<file path="config.mk">
export PLATFORM = sky130hd
export DESIGN_NAME = spi_ram_ctrl
export DESIGN_NICKNAME = d
export VERILOG_FILES = /design/src/rtl/spi_ram_pkg.sv /design/src/rtl/spi_ram_mem.sv /design/src/rtl/spi_ram_ctrl.sv
export SDC_FILE = /design/constraint.sdc
export NUM_CORES = 2
export LEC_CHECK = 0
export BUFFER_PORTS_ARGS = -buffer_cell sky130_fd_sc_hd__buf_4
export CAP_MARGIN = 20
export CORE_ASPECT_RATIO = 0.8
export CORE_MARGIN = 2
export CORE_UTILIZATION = 52
export CTS_BUF_LIST = sky130_fd_sc_hd__clkbuf_2
export CTS_CLUSTER_SIZE = 14
export DETAILED_ROUTE_END_ITERATION = 7
export PLACE_DENSITY = 0.76
export SETUP_SLACK_MARGIN = 0.4
export SYNTH_ARGS = -nofsm -noshare
export SYNTH_HDL_FRONTEND = slang
export SYNTH_SLANG_ARGS = --single-unit
</file>
<file path="constraint.sdc">
create_clock -name clk -period 3.2 [get_ports clk]
set_clock_uncertainty 0.2 [all_clocks]
set_input_delay 0.64 -clock clk [delete_from_list [all_inputs] [get_ports clk]]
set_output_delay 0.64 -clock clk [all_outputs]
set_load 0.1 [all_outputs]
</file>
<file path="src/rtl/spi_ram_pkg.sv">
// Shared types for the SPI RAM controller.
// Contents: command opcode enum carried in din[ADDR_SIZE+1:ADDR_SIZE], and
// the controller FSM state type.
package spi_ram_pkg;

  typedef enum logic [1:0] {
    OP_SET_WADDR = 2'b00,
    OP_WRITE     = 2'b01,
    OP_SET_RADDR = 2'b10,
    OP_READ      = 2'b11
  } opcode_e;

  typedef enum logic [1:0] {
    ST_IDLE = 2'b00,
    ST_RD   = 2'b01,
    ST_TX   = 2'b10
  } state_e;

endpackage

</file>
<file path="src/rtl/spi_ram_mem.sv">
// Word-addressed storage for the SPI RAM controller.
// One synchronous write port and one synchronous, enable-gated read port.
// A read and a write to the same address on the same edge return the old
// word (read-before-write). The array itself is never reset; only the read
// data register is cleared by rst.
// Ports:
//   clk            rising-edge clock
//   rst            synchronous active-high, clears rdata only
//   we/waddr/wdata write port
//   re/raddr       read port; rdata updates only when re is high
//   rdata          registered read data, holds between reads
module spi_ram_mem #(
  parameter int MEM_DEPTH = 256,
  parameter int ADDR_SIZE = 8
) (
  input  logic                 clk,
  input  logic                 rst,
  input  logic                 we,
  input  logic [ADDR_SIZE-1:0] waddr,
  input  logic [ADDR_SIZE-1:0] wdata,
  input  logic                 re,
  input  logic [ADDR_SIZE-1:0] raddr,
  output logic [ADDR_SIZE-1:0] rdata
);

  logic [ADDR_SIZE-1:0] mem_q [MEM_DEPTH];
  logic [ADDR_SIZE-1:0] rdata_d, rdata_q;

  always_comb begin
    rdata_d = rdata_q;
    if (re) rdata_d = mem_q[raddr];
  end

  always_ff @(posedge clk) begin
    if (we) mem_q[waddr] <= wdata;
  end

  always_ff @(posedge clk) begin
    if (rst) rdata_q <= '0;
    else     rdata_q <= rdata_d;
  end

  assign rdata = rdata_q;

endmodule

</file>
<file path="src/rtl/spi_ram_ctrl.sv">
// Command decoder and read FSM sitting between an SPI slave and a small RAM.
// Each frame with rx_valid high is one command: 00 set write address,
// 01 write data, 10 set read address, 11 read request. A read request in
// IDLE captures memory[read_addr] on the following edge into dout and raises
// tx_valid, which holds until tx_ready. A read request while a read is
// already in flight is dropped and flagged with a one-cycle cmd_err.
// Ports:
//   clk, rst          rising-edge clock, synchronous active-high reset
//   din, rx_valid     incoming command frame {opcode, payload}
//   tx_ready          SPI slave accepts dout
//   dout, tx_valid    registered read data and its valid flag
//   cmd_err           registered one-cycle pulse on a rejected read request
// Build option: define SPI_RAM_AUTOINC_EN to post-increment write_addr after
// each write and read_addr after each read capture, wrapping at MEM_DEPTH-1.
module spi_ram_ctrl
  import spi_ram_pkg::*;
#(
  parameter int MEM_DEPTH = 256,
  parameter int ADDR_SIZE = 8
) (
  input  logic                 clk,
  input  logic                 rst,
  input  logic [ADDR_SIZE+1:0] din,
  input  logic                 rx_valid,
  input  logic                 tx_ready,
  output logic [ADDR_SIZE-1:0] dout,
  output logic                 tx_valid,
  output logic                 cmd_err
);

  opcode_e              op;
  logic [ADDR_SIZE-1:0] payload;

  state_e               state_d, state_q;
  logic                 tx_valid_d, tx_valid_q;
  logic                 cmd_err_d, cmd_err_q;
  logic [ADDR_SIZE-1:0] waddr_d, waddr_q;
  logic [ADDR_SIZE-1:0] raddr_d, raddr_q;
  logic                 mem_we, mem_re;

  assign op      = opcode_e'(din[ADDR_SIZE+1:ADDR_SIZE]);
  assign payload = din[ADDR_SIZE-1:0];

`ifdef SPI_RAM_AUTOINC_EN
  localparam logic [ADDR_SIZE-1:0] LAST_ADDR = ADDR_SIZE'(MEM_DEPTH - 1);

  function automatic logic [ADDR_SIZE-1:0] next_addr(input logic [ADDR_SIZE-1:0] a);
    return (a == LAST_ADDR) ? '0 : a + 1'b1;
  endfunction
`endif

  always_comb begin
    state_d    = state_q;
    tx_valid_d = tx_valid_q;
    cmd_err_d  = 1'b0;
    waddr_d    = waddr_q;
    raddr_d    = raddr_q;
    mem_we     = 1'b0;
    mem_re     = 1'b0;

    // FSM progression runs independently of rx_valid.
    case (state_q)
      ST_IDLE: begin
        if (rx_valid && op == OP_READ) state_d = ST_RD;
      end
      ST_RD: begin
        mem_re     = 1'b1;
        tx_valid_d = 1'b1;
        state_d    = ST_TX;
`ifdef SPI_RAM_AUTOINC_EN
        raddr_d    = next_addr(raddr_q);
`endif
      end
      ST_TX: begin
        if (tx_ready) begin
          tx_valid_d = 1'b0;
          state_d    = ST_IDLE;
        end
      end
      default: state_d = ST_IDLE;
    endcase

    // Address loads come after the auto-increment so an explicit 00/10 in
    // the same cycle wins. The RD capture reads raddr_q, so a 10 arriving
    // on the capture edge only affects the next read.
    if (rx_valid) begin
      case (op)
        OP_SET_WADDR: waddr_d = payload;
        OP_WRITE: begin
          mem_we  = 1'b1;
`ifdef SPI_RAM_AUTOINC_EN
          waddr_d = next_addr(waddr_q);
`endif
        end
        OP_SET_RADDR: raddr_d = payload;
        OP_READ:      if (state_q != ST_IDLE) cmd_err_d = 1'b1;
        default: ;
      endcase
    end
  end

  always_ff @(posedge clk) begin
    if (rst) begin
      state_q    <= ST_IDLE;
      tx_valid_q <= 1'b0;
      cmd_err_q  <= 1'b0;
      waddr_q    <= '0;
      raddr_q    <= '0;
    end else begin
      state_q    <= state_d;
      tx_valid_q <= tx_valid_d;
      cmd_err_q  <= cmd_err_d;
      waddr_q    <= waddr_d;
      raddr_q    <= raddr_d;
    end
  end

  // dout is the memory's read register: loaded only on the RD edge, held
  // through TX, cleared by rst.
  spi_ram_mem #(
    .MEM_DEPTH(MEM_DEPTH),
    .ADDR_SIZE(ADDR_SIZE)
  ) u_mem (
    .clk   (clk),
    .rst   (rst),
    .we    (mem_we && !rst),
    .waddr (waddr_q),
    .wdata (payload),
    .re    (mem_re),
    .raddr (raddr_q),
    .rdata (dout)
  );

  assign tx_valid = tx_valid_q;
  assign cmd_err  = cmd_err_q;

endmodule

</file>
==> impl_metrics.ini <==
[outcome]
status = complete, but fails checks
failed_checks = negative setup slack

[power_and_ir_drop]
p_int_mw = 36.7
clkPwrFrac_pct = 33.1
p_sw_mw = 11.6
ir_drop_v = 0.000410
power_per_cell_area_mw_per_mm2 = 510
swShare_pct = 23.9
power_frac_comb_pct = 5.0
p_seq_share_pct = 61.8
cellLeakagePower_nw = 30.6

[worst_setup_path]
cpPeakStageDelay_ns = 0.44
crit_start = u_mem.rdata[5]
start_kind = register
cp_max_fo = 2
r2r_cells = 12
path_buf_inv = 1
r2r_start = raddr_q[0]
setup.worst_path.end_class = output port
ff2ff_setup_slack_ns = -0.04
cp.depth = 1
crit_required_ns = 2.36
arrival_ns = 2.51
crit_chain = buf_12
cp_slowest_cell = dfxtp_4
path_class = register to output port
cp_top_family = flip-flops

[cells_and_area]
drive_above_1_share_pct = 39.7
final.fill_count = 10400
fin_cells = 7254
area_growth_pct = 17.3
nets = 4902
multi_input_area_mm2 = 0.0179
seq_area_mm2 = 0.0621

[synth]
syn_area_per_cell_um2 = 20.8
synthFlopType = edfxtp_1
ys_seq_elements = 2076
ys_top_cells_by_area = edfxtp_1 76%, mux4_2 13%, mux2i_1 2.3%
synth_warnings = 0
async_reset_ff_share_pct = 0
synth_edf_count = 2048
synth_largest_area_cell = edfxtp_1
synth.most_common_cell = edfxtp_1
netlist.area_leader.share_pct = 76.3
syn_inst = 3880
syn-num-nets = 3894
synthesis.area_mm2 = 0.0806
ys_seq_area_share_pct = 77.0
synth.top_cells.by_count = 2048 x edfxtp_1, 454 x mux4_2, 327 x nor2_1
ys_types = 61

[clocking]
h-tree-depth = 5
cts_made_buffers = 458
clock_latency_ns = 1.82
clkSinkCount = 2076
clk_path_buf_depth = 4
root_buffer = clkbuf_2
clk_pin_slew_ns = 0.12
cts_tree = yes

[global_routing]
overflow = 0
grt_max_degree = 92
grt_pass1_vias = 45000
antenna_found_initial = 10
grt_pass1_wl_um = 311000
grt.total_usage_pct = 27.2

[sta]
rsz0062_at_grt = yes
hold_slack_ns = 0.206
period_minus_slack_ns = 3.35
slew_viol_final = 0
fin_tns_setup_ns = -0.982
tightest_slew_ns = 1.24
setup_viol = 11
worst_slack_ns = -0.152
finalCritPeriodShare_pct = 105
hold_violations = 0
slew_headroom_pct = 17.2
clock.fmax_mhz = 298

[placed_design]
dp_hpwl_um = 133000
globalplace.congestion = 0.886
port_buffers = 23
place_inst = 6297

[run]
cap_viol_max_count = 0

[floorplan]
pin_count = 24
core-area_mm2 = 0.154
start_util_pct = 52.2
dieArea_mm2 = 0.158
fp.dieH_um = 356
rows = 129
die_x_um = 444

[routing]
drtIter0Drc = 7719
antenna_left = 0
remaining_drc_errors = 0
num_vias = 46000
avgViaCountPerCell = 6.34
first_pass_iters = 8
wl_per_cell_um = 30.0
drt_wl_total_um = 217000

[min_path]
hold_path_class = primary input to register
hp-start = din[8]
hold_path_depth = 5
## layout by cell type (no fill, tap or decap), drive strengths merged, types with 41 or more instances in the layout
| cell type | netlist | routed |
|---|---|---|
| a22oi | 56 | 56 |
| nor2 | 327 | 327 |
| mux2i | 182 | 182 |
| mux4 | 456 | 456 |
| nand3 | 73 | 73 |
| o21ai | 41 | 41 |
| buf | 134 | 737 |
| edfxtp | 2048 | 2048 |
| o22ai | 59 | 59 |
| clkinv | 0 | 76 |
| nand2 | 59 | 59 |
| clkbuf | 108 | 707 |
| a21oi | 41 | 41 |
## metal layers
metal,up-vias,GRT usage (%),routed length [µm]
met5,-,0,51
met2,3717,40.4,98300
met1,23300,38.9,80200
li1,18500,-,-
met3,479,7.27,30700
met4,8,10.8,8120
## final cells by class
class	instances	share of cell area (%)
sequential	2076	65.7
tap	2030	2.69
clock buffer	697	3.69
clock inverter	90	0.457
timing repair buffer	790	8.45
antenna	9	0.0238
multi-input combinational	1558	19.0
inverter	4	0.0185
## power by group through the flow
stage,combinational [mW],clock [mW],sequential (mW)
detailed placement,2.03,0,30.5
global route,2.51,17.4,29.8
CTS,2.33,16.1,29.8
global placement,1.97,0,30.5
floorplan,0.913,0,30.5
finish,2.43,16.0,29.8
## stage by stage
step | area [µm²] | setup slack [ns] | util, % | total power, mW
final | 94500 | -0.152 | 61.3 | 48.3
after global routing | 94500 | -0.182 | 61.3 | 49.7
after CTS | 94000 | -0.296 | 60.9 | 48.3
after detailed placement | 87300 | -0.348 | 56.6 | 32.5
after global placement | 87300 | -0.315 | 56.6 | 32.4
after floorplan | 80600 | 0.488 | - | 31.4
## sequential cells by signal, summed over array words and instances, names as in the netlist
name	count
u_mem.rdata	8
raddr_q	8
waddr_q	8
cmd_err	1
state_q	2
tx_valid	1
u_mem.mem_q	2048
## final timing paths
path,to
setup / recovery,dout[5]
hold / removal,raddr_q[7]
setup reg to reg,u_mem.rdata[2]
hold reg to reg,u_mem.rdata[7]
## cells by family after synthesis
group | share of synthesized area (%)
and+or+nand+nor | 3.22
buffers and inverters | 1.81
muxes | 15.1
DFF | 77.0
AOI/OAI and AO/OA | 2.89
## what timing repair did
action,in CTS,in global routing
setup endpoints to repair,18,48
buffers inserted,74,30
cloned,9,2
gates resized for setup,251,45
hold buffers,46,0
endpoints found under the hold margin,4124,0
pin swaps,40,33
Power figures use the tool's default switching activity.
